**config.mk**
```make
export PLATFORM = sky130hd
export DESIGN_NAME = seg_scan_flash_ctrl
export DESIGN_NICKNAME = d
export VERILOG_FILES = /design/src/rtl/disp_pkg.sv /design/src/rtl/seg7_decode.sv /design/src/rtl/seg_scan_flash_ctrl.sv
export SDC_FILE = /design/constraint.sdc
export NUM_CORES = 1
export LEC_CHECK = 0
export CORE_MARGIN = 5
export CORE_UTILIZATION = 40
export CTS_BUF_LIST = sky130_fd_sc_hd__clkbuf_16
export DETAILED_ROUTE_END_ITERATION = 6
export GPL_ROUTABILITY_DRIVEN = 0
export GPL_TIMING_DRIVEN = 0
export PLACE_DENSITY = 0.74
export SLEW_MARGIN = 20
export SYNTH_ARGS = -nofsm -noshare
export SYNTH_HDL_FRONTEND = slang
export SYNTH_SLANG_ARGS = --single-unit
```
**constraint.sdc**
```tcl
create_clock -name clk -period 3.6 [get_ports clk]
set_input_delay 0.72 -clock clk [delete_from_list [all_inputs] [get_ports clk]]
set_output_delay 0.72 -clock clk [all_outputs]
set_load 0.02 [all_outputs]
```
**src/rtl/disp_pkg.sv**
```systemverilog
// Shared display constants: 7-segment codes ({g,f,e,d,c,b,a}, active-high) and field indices.
package disp_pkg;

  localparam logic [6:0] SEG_0     = 7'h3F;
  localparam logic [6:0] SEG_1     = 7'h06;
  localparam logic [6:0] SEG_2     = 7'h5B;
  localparam logic [6:0] SEG_3     = 7'h4F;
  localparam logic [6:0] SEG_4     = 7'h66;
  localparam logic [6:0] SEG_5     = 7'h6D;
  localparam logic [6:0] SEG_6     = 7'h7D;
  localparam logic [6:0] SEG_7     = 7'h07;
  localparam logic [6:0] SEG_8     = 7'h7F;
  localparam logic [6:0] SEG_9     = 7'h6F;
  localparam logic [6:0] SEG_A     = 7'h77;
  localparam logic [6:0] SEG_B     = 7'h7C;
  localparam logic [6:0] SEG_C     = 7'h39;
  localparam logic [6:0] SEG_D     = 7'h5E;
  localparam logic [6:0] SEG_E     = 7'h79;
  localparam logic [6:0] SEG_F     = 7'h71;
  localparam logic [6:0] SEG_BLANK = 7'h00;

  localparam int FIELD_SEC  = 0;
  localparam int FIELD_MIN  = 1;
  localparam int FIELD_HOUR = 2;

endpackage

```
**src/rtl/seg7_decode.sv**
```systemverilog
// Combinational hex nibble to 7-segment code.
module seg7_decode
  import disp_pkg::*;
(
  input  logic [3:0] nib,
  output logic [6:0] seg
);

  always_comb begin
    seg = SEG_BLANK;
    unique case (nib)
      4'h0: seg = SEG_0;
      4'h1: seg = SEG_1;
      4'h2: seg = SEG_2;
      4'h3: seg = SEG_3;
      4'h4: seg = SEG_4;
      4'h5: seg = SEG_5;
      4'h6: seg = SEG_6;
      4'h7: seg = SEG_7;
      4'h8: seg = SEG_8;
      4'h9: seg = SEG_9;
      4'hA: seg = SEG_A;
      4'hB: seg = SEG_B;
      4'hC: seg = SEG_C;
      4'hD: seg = SEG_D;
      4'hE: seg = SEG_E;
      4'hF: seg = SEG_F;
    endcase
  end

endmodule

```
**src/rtl/seg_scan_flash_ctrl.sv**
```systemverilog
// Multiplexed 7-segment scanner with per-field blink and per-digit blanking.
module seg_scan_flash_ctrl
  import disp_pkg::*;
#(
  parameter  int NUM_DIGITS       = 6,
  parameter  int DIGITS_PER_FIELD = 2,
  parameter  int SCAN_DIV         = 1000,
  parameter  int FLASH_DIV        = 250000,
  localparam int NUM_FIELDS       = NUM_DIGITS / DIGITS_PER_FIELD
) (
  input  logic                    clk,
  input  logic                    rst_n,
  input  logic [4*NUM_DIGITS-1:0] digits_in,
  input  logic [NUM_DIGITS-1:0]   blank_mask,
  input  logic [NUM_FIELDS-1:0]   field_sel,
  input  logic                    flash_en,
  output logic [6:0]              seg,
  output logic [NUM_DIGITS-1:0]   dig_sel_n,
  output logic                    flash_phase
);

  localparam int SCW = $clog2(SCAN_DIV);
  localparam int FCW = $clog2(FLASH_DIV);
  localparam int IW  = (NUM_DIGITS > 1) ? $clog2(NUM_DIGITS) : 1;

  localparam logic [SCW-1:0] SCAN_LAST  = SCW'(SCAN_DIV - 1);
  localparam logic [FCW-1:0] FLASH_LAST = FCW'(FLASH_DIV - 1);
  localparam logic [IW-1:0]  IDX_LAST   = IW'(NUM_DIGITS - 1);

  logic [SCW-1:0] scan_cnt;
  logic [IW-1:0]  scan_idx;
  logic [FCW-1:0] flash_cnt;

  logic [NUM_DIGITS-1:0][3:0] dig_arr;
  logic [NUM_DIGITS-1:0]      fsel_dig;
  logic [3:0]                 nibble;
  logic [6:0]                 seg_code;
  logic                       dark;

  assign dig_arr = digits_in;

  // Fan each field's select bit out to its digits so the slot lookup is a plain index.
  for (genvar d = 0; d < NUM_DIGITS; d++) begin : g_fsel
    assign fsel_dig[d] = field_sel[d / DIGITS_PER_FIELD];
  end

  always_ff @(posedge clk) begin
    if (!rst_n) begin
      scan_cnt <= '0;
      scan_idx <= '0;
    end else if (scan_cnt == SCAN_LAST) begin
      scan_cnt <= '0;
      scan_idx <= (scan_idx == IDX_LAST) ? '0 : scan_idx + IW'(1);
    end else begin
      scan_cnt <= scan_cnt + SCW'(1);
    end
  end

  // Holding the timer clear while disabled guarantees a full "on" half after re-enable.
  always_ff @(posedge clk) begin
    if (!rst_n || !flash_en) begin
      flash_cnt   <= '0;
      flash_phase <= 1'b0;
    end else if (flash_cnt == FLASH_LAST) begin
      flash_cnt   <= '0;
      flash_phase <= ~flash_phase;
    end else begin
      flash_cnt <= flash_cnt + FCW'(1);
    end
  end

  assign nibble = dig_arr[scan_idx];
  assign dark   = blank_mask[scan_idx] | (fsel_dig[scan_idx] & flash_phase);

  seg7_decode u_dec (
    .nib (nibble),
    .seg (seg_code)
  );

  // Dark digits keep their select asserted so every slot gets the same duty cycle.
  always_ff @(posedge clk) begin
    if (!rst_n) begin
      seg       <= SEG_BLANK;
      dig_sel_n <= '1;
    end else begin
      seg       <= dark ? SEG_BLANK : seg_code;
      dig_sel_n <= ~(NUM_DIGITS'(1) << scan_idx);
    end
  end

endmodule

```
==> Word level (Yosys, flattened, before mapping) <==
Memories as Yosys holds them, arrays and structs flattened. A register that Yosys moved wholly into a read port is not among the register bits.
Index checks and enable logic that the tools add are counted.
{ "totals": {"register_bits": 38, "latch_bits": 0, "ramBits": 0, "rom_bits": 112, "in_bits": 36, "output_inout_bits": 14, "n_memories": 1} }
{ "mem_list": {"columns": ["name", "depth", "width", "read_ports", "rd_clocked_by_memory_dff", "write_ports", "line_no", "text"], "rows": [
  ["(name not given)", 16, 7, 1, 1, 0, "seg7_decode.sv:11", "unique case (nib)"]
]} }
{ "classes": {"addsub": 3, "multipliers": 0, "n_div": 0, "n_lt_le_gt_ge": 1, "n_eq_ne": 3, "shift": 1, "muxes": 7, "n_bitwise": 5, "n_reduce_logical": 6} }
{ "op_table": {"columns": ["op", "n"], "rows": [
  ["adder 18 x 1 -> 18 bit, second input constant", 1],
  ["== test 18 bit, second input constant", 1],
  ["binary-select mux 4 bit (select 3 bit)", 1],
  ["adder 10 x 1 -> 10 bit, second input constant", 1],
  ["== test 10 bit, second input constant", 1],
  ["binary-select mux 1 bit (select 3 bit)", 2],
  ["inverter 6 bit", 1],
  ["OR reduction 2 bit", 3],
  ["<< shifter 1 x 3 -> 6 bit, first input constant", 1],
  ["less-than comparator 3 x 4 -> 1 bit, second input constant", 1],
  ["2-to-1 mux 4 bit", 1],
  ["adder 3 x 1 -> 3 bit, second input constant", 1],
  ["== test 3 bit, second input constant", 1],
  ["2-to-1 mux 3 bit", 1],
  ["zero test 1 bit", 2],
  ["2-to-1 mux 1 bit", 2],
  ["inverter 1 bit", 2],
  ["bitwise AND 1 bit", 1],
  ["logical OR 1 bit", 1],
  ["OR 1 bit", 1]
]} }

==> Longest topological paths before layout <==
{ "logic_depth": {"word_depth": 5, "mapped_depth": 10} }

==> Hierarchy <==
From an unflattened synthesis, not the netlist that was laid out.
{ "unflattened": {"cells_unflattened": 274, "area_unflattened_um2": 2348.5} }
{ "by_module_without_submodules": {"columns": ["mod", "n_inst", "cells_each", "area_each_um2"], "rows": [
  ["seg_scan_flash_ctrl", 1, 241, 2060.7],
  ["seg7_decode", 1, 33, 287.8]
]} }

==> Worst setup path after synthesis <==
OpenSTA, ideal clock, no wires.
{ "synth_timing": {"kind": "input to register", "start": "input port digits_in[18]", "end": "register seg[6]", "setup_ps": 87, "t_arrival_ps": 2266, "t_required_ps": 3513, "setup_slack_ps": 1247, "stages": 4, "n_path_buf": 0, "path_cell_list": "mux2_4 > a222oi_1 > mux2_2 > a221oi_2"} }
{ "synth_between": {"elab_chain_cells": 2} }
{ "synth_rtl": {"columns": ["element", "line_no", "text"], "rows": [
  ["from (decl)", "seg_scan_flash_ctrl.sv:13", "input logic [4*NUM_DIGITS-1:0] digits_in,"],
  ["binary-select mux 4 bit (select 3 bit)", "seg_scan_flash_ctrl.sv:72", "assign nibble = dig_arr[scan_idx];"],
  ["2-to-1 mux 4 bit (not written as such)", "seg_scan_flash_ctrl.sv:72", null],
  ["to (decl)", "seg_scan_flash_ctrl.sv:17", "output logic [6:0] seg,"]
]} }
Every way passes these cells. The select of a mux whose other input is x is not followed.
A chain may end at the register's enable or synchronous reset.

==> Final worst setup path <==
{ "layout_timing": {"start": "input port digits_in[18]", "end": "register seg[3]"} }
The elaborated chain is that of the path after synthesis.

==> flow_metrics.tcl <==
set metrics [dict create \
    outcome "completed" \
    grt_max_degree 15 \
    place_ws_ns 0.530 \
    root_buffer "clkbuf_16" \
    dieArea_um2 7180 \
    ys_ff_latch 45 \
    muxShareOfSynthArea 0.105 \
    cp.required_ns 3.81 \
    clock.fmax_mhz 349 \
    yosys-top-cells-count "45 x dfxtp_1, 41 x nor2_1, 16 x xor2_1" \
    final_core_util 0.547 \
    fin_skew_ns 0.00408 \
    leakage_nw 1.12 \
    worstPathMaxFanout 10 \
    drt-met1-wl_um 2150 \
    h-tree-depth 2 \
    num_io_pins 50 \
    clock_sinks 45 \
    synthXorXnorAreaFrac 0.102 \
    grt_overflow 0 \
    die_h_um 84.7 \
    dp_hpwl_um 3630 \
    synth_cell_types 43 \
    rsz0062_at_grt "no" \
    synth-simple-area-share 0.214 \
    grt_antenna_before_repair 0 \
    post-route-min-period_ns 2.87 \
    met3_length_um 211 \
    crit_path_start "digits_in[18]" \
    cts_resized 0 \
    end_kind "register" \
    first_pass_iters 4 \
    cp_data_arrival_time_ns 3.08 \
    async_flop_share 0 \
    worst_pin_slew_ns 1.10 \
    rows 27 \
    final_nets 343 \
    cp-start-kind "input pin" \
    remaining_drc_errors 0 \
    diodes 0 \
    crit_type "in -> reg" \
    finalHoldViolCount 0 \
    cap_violations 0 \
    syn_area_um2 2230 \
    vias_per_cell 4.88 \
    top_layer "met4" \
    wl_met2_um 2320 \
    hp-class "reg -> reg" \
    cts_tree "yes" \
    drt-initial-drc-count 87 \
    post_synth_fa_ha_maj_area_fraction 0.0560 \
    synth_edf_count 0 \
    slew_viol_final 0 \
    setup_viol 0 \
    synth_ff_type "dfxtp_1" \
    post_cts_buffers 0 \
    synthCells 242 \
    hp-start "scan_cnt[0]" \
    synth_top_area_share 0.403 \
    grt_usage 0.141 \
    cts_hold_buf 0 \
    powerDensity_nw_per_um2 403 \
    worstReg2RegStart "scan_idx[1]" \
    initial_utilization 0.408 \
    ir_drop_uv 289 \
    fp.dieW_um 84.7 \
    core-area_um2 5470 \
    port_buffers 48 \
    ant_nets 0 \
    yosysMostFrequentCell "dfxtp_1" \
    cts_buffer_depth 2 \
    synth_compound_area_frac 0.0806 \
    grt_pass1_wl_um 8070 \
    syn-num-nets 288 \
    ys_seq_area_frac 0.403 \
    numCtsBuffers 5 \
    area_delta_synth_final_pct 34.0 \
    relSlewSlack 0.264 \
    routedWlPerCell_um 12.9 \
    grt_pass1_vias 1760 \
    fin_setup_tns_ns 0 \
    synthTopCellsByArea "dfxtp_1 40%, nor2_1 6.9%, xor2_1 6.3%" \
    synth_top_family_by_area "simple AND/OR/NAND/NOR gates" \
    clock_latency_ns 0.28 \
    fin_crit_sh 0.797 \
    synth_warnings 0 \
    routed_wirelength_um 4760 \
    vias 1806 \
    clk_pin_slew_ns 0.06 \
    postSynthAreaPerCell_um2 9.23 \
    layout_setup_ws_ns 0.732 \
    drive_gt1_frac 0.0872 \
    synth.largest_area_cell "dfxtp_1" \
]
through the flow:
| step | hold WS (ns) | power (mW) | cells | cell area (um^2) |
|---|---|---|---|---|
| finish | 0.450 | 1.21 | 370 | 3000 |
| global route | 0.473 | 1.26 | 370 | 3000 |
| CTS | 0.455 | 1.22 | 370 | 3000 |
| detailed placement | 0.440 | 0.635 | 362 | 2810 |
| global placement | 0.428 | 0.633 | 362 | 2810 |
| floorplan | 0.413 | 0.576 | 242 | 2230 |
kinds of logic (layout without fill, tap and decap cells):
| kind of cell | Yosys count | count (layout) |
|---|---|---|
| buffers and inverters | 19 | 75 |
| adder cells (fa/ha/maj) | 10 | 10 |
| multiplexers | 21 | 21 |
| AND/OR/NAND/NOR | 100 | 100 |
| XOR/XNOR | 26 | 26 |
| AO/OA/AOI/OAI | 21 | 21 |
| flip-flops | 45 | 45 |
report_power, final:
group / internal (mW) / leakage [nW] / switching, mW
sequential: 0.507 / 0.365 / 0.00393
combinational: 0.0643 / 0.666 / 0.0486
clock: 0.396 / 0.0938 / 0.188
total: 0.968 / 1.12 / 0.240
cells in the final DEF, fill, tap and decap left out, types with 5 or more instances in the layout:
master,instances
nand4_1,9
clkbuf_16,5
inv_1,9
nand2_1,15
mux2i_1,13
clkdlybuf4s50_1,48
nand3_1,12
xnor2_1,10
xor2_1,16
nor2_1,41
and3_1,6
dfxtp_1,45
ha_1,10
state kept, by name, summed over array words and instances, names as in the netlist:
register,flops
scan_cnt,10
seg,7
flash_cnt,18
scan_idx,3
dig_sel_n,6
flash_phase,1
layout make-up:
type,instances,area (um^2)
fill,494,2480
sequential,45,901
inverter,10,37.5
buffer,9,50.0
clock buffer,5,125
tap,72,90.1
timing repair buffer,48,480
clock inverter,3,65.1
multi-input combinational,178,1250
worst paths after layout:
path | end | slack (ns) | depth (start not counted)
setup / recovery | seg[3] | 0.73 | 7
hold / removal | scan_cnt[0] | 0.45 | 1
setup reg to reg | seg[3] | 1.01 | 7
hold reg to reg | scan_cnt[0] | 0.45 | 1
per-layer routing:
layer  up-vias  global-route usage
li1        951                   -
met1       824               0.171
met2        26               0.233
met3         5              0.0432
met4         0              0.0518
met5         -                   0
critical path, cell delays in order:
cell	delay, ns
clkdlybuf4s50_1	0.39
mux2_4	0.26
a222oi_1	0.96
buf_4	0.32
mux2i_1	0.20
nand2_1	0.07
a21oi_1	0.16
Power figures use the tool's default switching activity.
==> RTL change 1: new RTL, same flow settings <==
Register the inputs `digits_in`, `blank_mask`, `field_sel` and `flash_en` before use, without a reset. The logic sees them one clock later.
--- a/src/rtl/seg_scan_flash_ctrl.sv
+++ b/src/rtl/seg_scan_flash_ctrl.sv
@@ -28,4 +28,16 @@
   localparam logic [IW-1:0]  IDX_LAST   = IW'(NUM_DIGITS - 1);
 
+  logic [4*NUM_DIGITS-1:0] digits_q;
+  logic [NUM_DIGITS-1:0] blank_mask_q;
+  logic [NUM_FIELDS-1:0] field_sel_q;
+  logic flash_en_q;
+
+  always_ff @(posedge clk) begin
+    digits_q     <= digits_in;
+    blank_mask_q <= blank_mask;
+    field_sel_q  <= field_sel;
+    flash_en_q   <= flash_en;
+  end
+
   logic [SCW-1:0] scan_cnt;
   logic [IW-1:0]  scan_idx;
@@ -38,9 +50,9 @@
   logic                       dark;
 
-  assign dig_arr = digits_in;
+  assign dig_arr = digits_q;
 
   // Fan each field's select bit out to its digits so the slot lookup is a plain index.
   for (genvar d = 0; d < NUM_DIGITS; d++) begin : g_fsel
-    assign fsel_dig[d] = field_sel[d / DIGITS_PER_FIELD];
+    assign fsel_dig[d] = field_sel_q[d / DIGITS_PER_FIELD];
   end
 
@@ -59,5 +71,5 @@
   // Holding the timer clear while disabled guarantees a full "on" half after re-enable.
   always_ff @(posedge clk) begin
-    if (!rst_n || !flash_en) begin
+    if (!rst_n || !flash_en_q) begin
       flash_cnt   <= '0;
       flash_phase <= 1'b0;
@@ -71,5 +83,5 @@
 
   assign nibble = dig_arr[scan_idx];
-  assign dark   = blank_mask[scan_idx] | (fsel_dig[scan_idx] & flash_phase);
+  assign dark   = blank_mask_q[scan_idx] | (fsel_dig[scan_idx] & flash_phase);
 
   seg7_decode u_dec (
Formal check against the unedited RTL: not equivalent (Yosys sat finds a counterexample within 4 cycles, from zero or initial values and one cycle with rst_n low).
==> RTL change 1 against the original RTL <==
Clock power is 59% higher; synthesized cell count increased by 16%; global-route usage is 0.71 points lower; sequential power is 79% higher; count of clock-buffer cells in the layout grew 4; total power rose by 62%; final area up 28%; synthesized area up 30%; sequential cell count is 34 higher; worst setup slack gained 0.091 ns; routed wire length grew 16%.
==> RTL change 1: results (changes against the original RTL) <==
stage	metric	value	unit	change
run_status	status	finished, final reports clean		
grt	grt_usage	13.35	%	-0.71 points
grt	grt_max_degree	14		-1
synthesis	ys_seq_area_share	54.25	%	+14 points
clocking	post-cts-setup-buffers	0		unchanged
routing	first_pass_iters	4		unchanged
final_layout	signal_buffers	57		unchanged
synthesis	syn_nets	326		+13%
power	p_sw_share	19.64	%	-0.25 points
final_layout	buf_share	13.90	%	-3.8 points
power	vdd_drop_max	0.0002853	V	-1.2%
worst_setup_path	crit_slowest_cell	a21oi_1		
final_layout	inverters	10		unchanged
synthesis	postSynth.asyncResetShare	0	%	unchanged
final_layout	clk_share	8.171	%	+1.8 points
placed_design	post_dp_cell_area	3530	um2	+26%
worst_setup_path	crit_arrival	3.01	ns	-0.07 ns
grt	antenna_found_initial	0		unchanged
final_layout	drive_gt1_share	8.116	%	-0.61 points
synthesis	ys_top_cells_by_count	dfxtp_1 (79), nor2_1 (41), nand2_1 (18)		
synthesis	synthTopCellsByArea	dfxtp_1 (54%), nor2_1 (5.3%), xor2_1 (4.5%), mux2i_1 (4.5%), ha_1 (4.3%)		
clocking	cts_root_buf	clkbuf_16		
final_layout	multi_input_area_share	32.58	%	-9.0 points
synthesis	synth_ff_type	dfxtp_1		
timing	clock_skew	0.007113	ns	+0.003032 ns
clocking	numCtsBuffers	9		+4
power	p_leak	0.001469	uW	+31%
clocking	clock_latency	0.33	ns	+0.05 ns
timing	relSlewSlack	53.76	%	+27 points
worst_setup_path	r2r_slack	0.82	ns	-0.19 ns
timing	worst_hold_slack	0.4437	ns	-0.006670 ns
worst_setup_path	crit_path_max_fanout	10		unchanged
final_layout	n_antenna_cell	0		unchanged
clocking	cts_buffer_depth	2		unchanged
clocking	htree_levels	3		+1
clocking	post_cts_resized	0		unchanged
grt	grt_pass1_vias	2039		+16%
final_layout	multi_input_gates	183		+2.8%
placed_design	dpl.hpwl	4.016	mm	+11%
final_layout	nets	386		+13%
final_layout	seq_area	1582	um2	+76%
routing	drt-total-wl	5.537	mm	+16%
final_layout	nFillCells	616		+25%
grt	grt_pass1_wl	9.177	mm	+14%
final_layout	nFlopsAndLatches	79		+76%
synthesis	yosysWarnings	0		unchanged
hold_path	hp-class	flip-flop to flip-flop		
placed_design	io_buffers	49		+2.1%
routing	first_iter_violations	43		-51%
routing	dr_total_vias	2124		+18%
final_layout	largest_register_ffs	24		+6
worst_setup_path	cpPeakStageDelay	0.52	ns	-0.44 ns
clocking	clk_pin_slew_worst_paths	0.06	ns	about the same
floorplan	row_count	31		+15%
synthesis	ys_types	41		-4.7%
==> RTL change 1: metal layers <==
metal  global-route usage [%]  routed length [um]  vias up
li1                         -                   -     1073
met1                    16.31                2478      984
met2                    20.70                2555       55
met3                    4.341                 365       12
met4                    7.464                 138        0
met5                        0                   0        -
==> RTL change 1: kinds of logic after synthesis <==
family,share of synthesized area (%)
AOI/OAI and AO/OA,5.193
xor gates and xnor gates,7.811
adders and majority gates,4.292
buffers and inverters,2.790
DFF,54.25
muxes,8.068
and+or+nand+nor,17.60
==> RTL change 1: critical path: cells and delay by family (launching register included) <==
family | cells | cell delay (ns)
muxes | 2 | 0.52
adders and majority gates | 1 | 0.26
AOI/OAI and AO/OA | 3 | 0.90
buffers and inverters | 2 | 0.51
DFF | 1 | 0.48
==> RTL change 1: power by group through the flow <==
stage / sequential (uW) / combinational [uW] / clock, uW
after floorplan: 937 / 44.1 / 0
after global placement: 931 / 109 / 0
after detailed placement: 932 / 111 / 0
after CTS: 913 / 112 / 955
after global routing: 915 / 122 / 990
final: 913 / 112 / 930
==> RTL change 1: metrics by stage <==
stage | total power [uW] | setup slack, ns | std cells | utilization [%]
after CTS | 1981 | 0.7946 | 444 | 53.57
final | 1955 | 0.8232 | 444 | 53.57
after global placement | 1040 | 0.8937 | 428 | 49.19
after floorplan | 981.5 | 1.252 | 280 | -
after detailed placement | 1044 | 0.8739 | 428 | 49.19
after global routing | 2027 | 0.6404 | 444 | 53.57
==> RTL change 1: path summary, 6_finish.rpt <==
check / cells after the start / startpoint / to
worst max-delay path: 8 / scan_idx[0] / seg[6]
worst min-delay path: 1 / scan_cnt[0] / scan_cnt[0]
worst max register to register: 8 / scan_idx[0] / seg[6]
worst min register to register: 1 / scan_cnt[0] / scan_cnt[0]
==> RTL change 2: new RTL, same flow settings <==
Made on the original files. Change the parameter `SCAN_DIV` from 1000 to 2000.
--- a/src/rtl/seg_scan_flash_ctrl.sv
+++ b/src/rtl/seg_scan_flash_ctrl.sv
@@ -5,5 +5,5 @@
   parameter  int NUM_DIGITS       = 6,
   parameter  int DIGITS_PER_FIELD = 2,
-  parameter  int SCAN_DIV         = 1000,
+  parameter  int SCAN_DIV         = 2000,
   parameter  int FLASH_DIV        = 250000,
   localparam int NUM_FIELDS       = NUM_DIGITS / DIGITS_PER_FIELD
Behaviour: no difference found for any inputs over 10 cycles, from zero or initial values and one cycle with rst_n low; that may be too few to reach the edited logic, so the function may still have changed.
==> RTL change 2 against the original RTL <==
Utilization decreased by 0.31 points; final area increased by 0.67%; global-route usage increased by 0.088 points; worst setup slack got worse by 0.12 ns; synthesized area increased by 2.8%; total power decreased by 11%; sequential cell count increased by 1; register-to-register slack got worse by 0.40 ns; routed wire length increased by 5.8%; sequential power increased by 2%; highest routed layer unchanged.
==> RTL change 2: results (changes against the original RTL) <==
stage	metric	value	unit	change
timing	fin_tns_setup	0	ns	unchanged
final_layout	reg_top3	flash_cnt x18, scan_cnt x11, seg x7		
clocking	clock_latency	0.28	ns	about the same
final_layout	nets	355		+3.5%
synthesis	synth_ff_type	dfxtp_1		
routing	first_pass_iters	4		unchanged
grt	grt_pass1_wl	8.342	mm	+3.4%
hold_path	min_to	flash_cnt[0]		
placed_design	dp_slack	0.4984	ns	-0.03124 ns
placed_design	io_buffers	49		+2.1%
worst_setup_path	r2r_start	scan_idx[0]		
power	vdd_drop_max	0.0001866	V	-35%
worst_setup_path	critPathTopFamily	buffers and inverters		
grt	antenna_found_initial	0		unchanged
power	p_leak	0.001147	uW	+1.9%
synthesis	synthAdderAreaFrac	5.447	%	-0.15 points
worst_setup_path	crit_arrival	3.17	ns	+0.09 ns
synthesis	ys_ff_latch	46		+2.2%
hold_path	holdPathStages	1		unchanged
synthesis	yosysWarnings	0		unchanged
hold_path	hp-class	flip-flop to flip-flop		
placed_design	dp_cells	374		+3.3%
timing	clock_skew	0.003802	ns	-0.0002785 ns
routing	dr_total_vias	1902		+5.3%
worst_setup_path	r2r_slack	0.61	ns	-0.40 ns
synthesis	syn_inst	253		+4.5%
synthesis	synth_compound_area_share	7.353	%	-0.71 points
timing	worst_hold_slack	0.4411	ns	-0.009254 ns
timing	timing.fmax	0.3350	GHz	-3.9%
placed_design	post_dp_cell_area	2878	um2	+2.6%
routing	drt-total-wl	5.032	mm	+5.8%
synthesis	synthTopCellsByArea	dfxtp_1 (40%), nor2_1 (6.7%), xnor2_1 (5.7%), ha_1 (5.4%), mux2i_1 (5.2%)		
worst_setup_path	rr_endpoint	seg[4]		
final_layout	drive_gt1_share	7.097	%	-1.6 points
synthesis	ys_seq_area_share	40.09	%	-0.23 points
hold_path	hold_start	flash_cnt[0]		
synthesis	ys_top_cells_by_count	dfxtp_1 (46), nor2_1 (41), nand2_1 (15), xnor2_1 (15), nand3_1 (14)		
worst_setup_path	cpPeakStageDelay	0.68	ns	-0.28 ns
clocking	cts_buffer_depth	2		unchanged
placed_design	dpl.hpwl	3.823	mm	+5.4%
final_layout	final-instance-count-excl-fill	382		+3.2%
worst_setup_path	crit_type	flip-flop to flip-flop		
run_status	status	finished, final reports clean		
grt	grt_pass1_vias	1820		+3.4%
grt	grt_usage	14.15	%	+0.088 points
synthesis	synth_xor_area_share	10.29	%	+0.10 points
synthesis	yosys-mux-area-fraction	9.314	%	-1.2 points
timing	relSlewSlack	38.25	%	+12 points
routing	first_iter_violations	83		-4.6%
synthesis	syn_nets	299		+3.8%
grt	grt_max_degree	14		-1
worst_setup_path	crit_slowest_cell	nor3_1		
clocking	clk_pin_slew_worst_paths	0.06	ns	about the same
clocking	post_cts_resized	0		unchanged
worst_setup_path	rr_worst_depth	10		+3
[RTL change 2: cell count changes in the layout (fill, tap and decap cells not counted), moves of 3 or more]
cell	before	now
xnor2_1	10	15
xor2_1	16	12
nand3b_1	0	3
nand4_1	9	2
and3_1	6	10
a21oi_1	2	5
nor3_1	3	6
[RTL change 2: area by class of cell]
type / instances / area (um2)
well taps: 72 / 90.09
clock buffers: 5 / 125.1
flip-flops and latches: 46 / 920.9
clock inverters: 3 / 12.51
fillers: 534 / 2525
plain buffers: 11 / 61.31
multi-input cells: 187 / 1281
inverters: 9 / 33.78
repair buffers: 49 / 490.5
[RTL change 2: metal layers]
layer	GRT usage, %	up-vias	part of all wire (%)
li1	-	983	-
met1	17.79	869	47
met2	23.02	41	47
met3	2.978	9	4.3
met4	6.763	0	2.0
met5	0	-	0
[RTL change 2: power breakdown]
group	switching, uW	total [uW]	internal (uW)
logic	49.6	115	65.7
clock network	182	432	251
registers	3.68	522	519
total	235	1070	835
